--- config.mk ---
export PLATFORM = sky130hd
export DESIGN_NAME = nibble_serial_subtractor
export DESIGN_NICKNAME = d
export VERILOG_FILES = /design/src/rtl/nibble_serial_subtractor.sv
export SDC_FILE = /design/constraint.sdc
export NUM_CORES = 1
export LEC_CHECK = 0
export BUFFER_PORTS_ARGS = -buffer_cell sky130_fd_sc_hd__buf_2
export CORE_AREA = 2 2 80 82
export DETAILED_ROUTE_END_ITERATION = 10
export DIE_AREA = 0 0 82 84
export PLACE_DENSITY_LB_ADDON = 0.12
export SKIP_LAST_GASP = 1
export SYNTH_ARGS = -nofsm -noshare
export SYNTH_HDL_FRONTEND = slang
export SYNTH_SLANG_ARGS = --single-unit
--- constraint.sdc ---
create_clock -name clk -period 5.85 [get_ports clk]
set_input_delay 0.585 -clock clk [delete_from_list [all_inputs] [get_ports clk]]
set_output_delay 0.585 -clock clk [all_outputs]
set_load 0.02 [all_outputs]
--- src/rtl/nibble_serial_subtractor.sv ---
// nibble_serial_subtractor: Diff = A - B - Bin, four bits per clock, one nibble per cycle through a 4-bit borrow-lookahead slice.
// Optional signed overflow flag is built in when NIBBLE_SUB_OVF_EN is defined; otherwise ovf is tied to 0.
module nibble_serial_subtractor #(
    parameter int WIDTH = 16
) (
    input  logic             clk,
    input  logic             rst_n,
    input  logic             start,
    input  logic [WIDTH-1:0] A,
    input  logic [WIDTH-1:0] B,
    input  logic             Bin,
    output logic             busy,
    output logic             done,
    output logic [WIDTH-1:0] Diff,
    output logic             Bout,
    output logic             ovf
);
    localparam int NIB = WIDTH / 4;
    localparam int KW  = NIB > 1 ? $clog2(NIB) : 1;
    typedef enum logic {IDLE, RUN} state_t;
    state_t           state;
    logic [WIDTH-1:0] a_r, b_r, work, nxt;
    logic             borrow;
    logic [KW-1:0]    k;
    logic [3:0]       an, bn, g, p, sum;
    logic [4:0]       c;
    logic             fin;
    assign an  = a_r[{k, 2'b00} +: 4];
    assign bn  = b_r[{k, 2'b00} +: 4];
    assign fin = (state == RUN) && (k == KW'(NIB - 1));
    // subtraction as A + ~B + ~borrow, carries in full two-level lookahead form
    always_comb begin
        g    = an & ~bn;
        p    = an ^ ~bn;
        c[0] = ~borrow;
        c[1] = g[0] | (p[0] & c[0]);
        c[2] = g[1] | (p[1] & g[0]) | (p[1] & p[0] & c[0]);
        c[3] = g[2] | (p[2] & g[1]) | (p[2] & p[1] & g[0]) | (p[2] & p[1] & p[0] & c[0]);
        c[4] = g[3] | (p[3] & g[2]) | (p[3] & p[2] & g[1]) | (p[3] & p[2] & p[1] & g[0])
             | (p[3] & p[2] & p[1] & p[0] & c[0]);
        sum  = p ^ c[3:0];
        nxt  = work;
        nxt[{k, 2'b00} +: 4] = sum;
    end
    always_ff @(posedge clk or negedge rst_n) begin
        if (!rst_n) begin
            state  <= IDLE;
            a_r    <= '0;
            b_r    <= '0;
            work   <= '0;
            borrow <= 1'b0;
            k      <= '0;
            busy   <= 1'b0;
            done   <= 1'b0;
            Diff   <= '0;
            Bout   <= 1'b0;
        end else begin
            done <= 1'b0;
            if (state == IDLE) begin
                if (start) begin
                    a_r    <= A;
                    b_r    <= B;
                    borrow <= Bin;
                    k      <= '0;
                    busy   <= 1'b1;
                    state  <= RUN;
                end
            end else begin
                work   <= nxt;
                borrow <= ~c[4];
                k      <= k + 1'b1;
                if (fin) begin
                    Diff  <= nxt;
                    Bout  <= ~c[4];
                    busy  <= 1'b0;
                    done  <= 1'b1;
                    state <= IDLE;
                end
            end
        end
    end
`ifdef NIBBLE_SUB_OVF_EN
    always_ff @(posedge clk or negedge rst_n) begin
        if (!rst_n) ovf <= 1'b0;
        else if (fin) ovf <= c[3] ^ c[4];
    end
`else
    assign ovf = 1'b0;
`endif
endmodule

==> results.md <==
- Status: complete, no violations
- Total inserted antenna cells: 0
- # rows: 29
- Root Buffer: clkbuf_8
- GR Overflow Total: 0
- Die X: between 80 and 90 um
- Vias per inst: roughly 5.7
- Post-DR wirelength/cell: 16.61 um
- Nets: approximately 390
- Mapped Nets: 338
- Setup Skew: around 9.7 ps
- Resized Gates After CTS: 0
- CTS H-tree depth: 3
- Post-synth cell types: 40
- Final period util: a little over half
- Clock Sinks: 71
- Number of top-level pins: 56
- Iteration-0 DRC Markers: 138
- DRT antenna net count: 0
- Syn avg cell area: roughly 12 um^2
- Yosys reg bits: approximately 70
- Worst Setup Start Kind: flip-flop
- PwrDens: 687.8 nW/um^2
- Setup slack, reg-to-reg: around 2700 ps
- Unrepaired setup endpoints after global routing: false
- Yosys warning total: 0
- Routed WL: 7010 um
- Max-slew headroom: 31.18%
- Peak VDD IR: 0.0003882 V
- Largest net degree at the start of global routing: 72
- Post-layout minimum cycle time: 3159 ps
- Mapped Cells: 290
- CTS Buffer Depth: 2
- Final Cell Area: 3998 um^2
- Worst slew pin tran: ~1000 ps
- Post-synthesis sequential area ratio: 51.13%
- Final Slew Violations: 0
- Via count: 2,404
- PortBufs: 54
- Share of layout cells above drive strength 1: 33.62%
- Tot GR Track Use: between 20% and 30%
- Die footprint: 6888 um^2
- DRC errors left: 0
- HP Class: input pin to async pin
- Initial Utilization: 57.00%
- Clk_lat worst skew: 350 ps
- CTS Hold Buffers Added: 0
- CP max FO: 19
- Fmax: 316.6 MHz
- RePlAce Congestion: a little under 0.8
- Initial antenna violation count: 0
- Fin. Hold Viols: 0
- Syn-to-layout area delta: 15.05%
- CTS tree: built
- Setup total negative slack: 0 ps
- P_leak: 1.828 nW
- Max cap viols: 0
- Drt first pass iters: 4
- Global-route wire length before repair: 11,930 um
- DP Wirelength: 4828 um
- CTS Buf Count: 9
- Core Area: 6096 um^2
- Clock transition at path regs: 80 ps
- Die Y: 84 um
- Vias in the first global route: ~2,500
- Crit path DAT: 3360 ps
- Crit Path Category: flip-flop to flip-flop
- Crit end category: flip-flop
- Post-CTS setup buffers: 0
- CP Data Required Time: 6050 ps
- Setup violators final: 0
- Mapped Area: roughly 3500 um^2
- Dpl cell area: 3777 um^2
## final cells by class
type,instances,area (um^2)
clock buffer,9,123.9
tap,77,96.34
inverter,12,45.04
clock inverter,7,96.34
sequential,71,1777
multi-input combinational,190,1574
fill,474,2098
timing repair buffer,56,285.3
## synthesized netlist by cell type (all sizes together)
library cell	n	area share, %
nor3b	8	1.7
nor3	5	0.72
nor4bb	1	0.29
mux2i	1	0.29
inv	12	1.3
mux2	32	10
nand4b	1	0.25
a22o	4	1.0
nand2	22	2.4
and4b	1	0.29
fa	1	0.58
o22ai	1	0.18
a221oi	1	0.76
ha	11	4.0
nand4bb	3	0.97
and4bb	1	0.36
xnor2	2	0.50
a32o	4	1.2
or4	8	1.7
o21a	5	1.1
and2	1	0.25
nor2b	8	1.4
a21o	2	0.43
clkbuf	11	1.2
o21ai	16	2.3
nor4b	1	0.25
o31ai	6	1.3
xor2	1	0.25
a21oi	12	1.7
conb	1	0.11
nor2	8	0.86
buf	6	1.1
dfrtp	71	51
mux4	8	5.2
o221ai	4	1.0
nand3	8	1.2
nand2b	2	0.36
## cells in the final DEF, fill, tap and decap left out, types with 2 or more instances in the layout
| cell | count |
|---|---|
| clkinv_2 | 2 |
| buf_4 | 2 |
| nor2b_1 | 7 |
| o21a_1 | 5 |
| o31ai_1 | 6 |
| buf_2 | 54 |
| nand4bb_1 | 3 |
| nor3_1 | 5 |
| xnor2_1 | 2 |
| ha_1 | 11 |
| bufinv_16 | 2 |
| nand3_1 | 8 |
| o221ai_1 | 4 |
| nand2_1 | 22 |
| a22o_1 | 4 |
| nand2b_1 | 2 |
| dfrtp_1 | 71 |
| inv_1 | 12 |
| o21ai_0 | 16 |
| nor3b_1 | 8 |
| or4_1 | 8 |
| clkbuf_8 | 9 |
| clkinv_4 | 2 |
| a21o_1 | 2 |
| mux2_2 | 32 |
| a21oi_1 | 12 |
| mux4_2 | 8 |
| a32o_1 | 4 |
| nor2_1 | 8 |
## metrics by stage
stage	utilization [%]	instances	total power, mW	hold WS [ps]	setup WS, ps
6_report	65.58	422	2.749	432.3	2691
3_5_place_dp	61.97	406	2.322	462.6	2691
2_1_floorplan	-	290	1.974	289.4	3058
5_1_grt	65.58	422	2.973	439.3	2360
3_3_place_gp	61.97	406	2.296	453.9	2724
4_1_cts	65.58	422	2.764	446.9	2679
## state kept, by name, summed over array words and instances, names as in the netlist
name and flops:
Diff 16, a_r 16, b_r 16, work 16, k 2, Bout 1
borrow 1, busy 1, done 1, state 1
## worst paths after layout
path                             to  depth (start not counted)  startpoint
min in group clk             b_r[8]                          2        B[8]
hold / removal              work[6]                          2       rst_n
max in group asynchronous      busy                          2       rst_n
hold reg to reg             work[5]                          2     work[5]
setup / recovery           Diff[15]                          6        k[0]
setup reg to reg           Diff[15]                          6        k[0]
## logic make-up (layout without fill, tap and decap cells)
| group | Yosys count | after routing | share of synthesized area, % |
|---|---|---|---|
| multiplexers | 41 | 41 | 15.84 |
| XOR/XNOR | 3 | 3 | 0.7563 |
| adder cells (fa/ha/maj) | 12 | 12 | 4.537 |
| buffers and inverters | 29 | 84 | 3.637 |
| AO/OA/AOI/OAI | 55 | 55 | 10.95 |
| AND/OR/NAND/NOR | 78 | 78 | 13.04 |
| other | 1 | 1 | 0.1079 |
| flip-flops | 71 | 71 | 51.13 |
## per-layer routing
layer  wire, um  track usage (%)  share of wire [%]  vias up
li1           -                -                  -     1159
met1       3143            31.35                 45     1187
met2       3481            35.25                 50       46
met3        272            6.494                3.9       12
met4        113            9.848                1.6        0
met5          0                0                  0        -
## worst max-delay path: stages, from the launching register on
cell,delay (ps)
dfrtp_1,880
mux4_2,600
ha_1,450
and2_4,230
a221oi_4,330
xor2_1,380
o31ai_1,130
## power by group
part           internal (mW)  leakage [nW]  switching, mW
clock network          0.241         0.114          0.193
logic                  0.595         0.821          0.844
registers              0.714         0.893          0.162
Power figures use the tool's default switching activity.
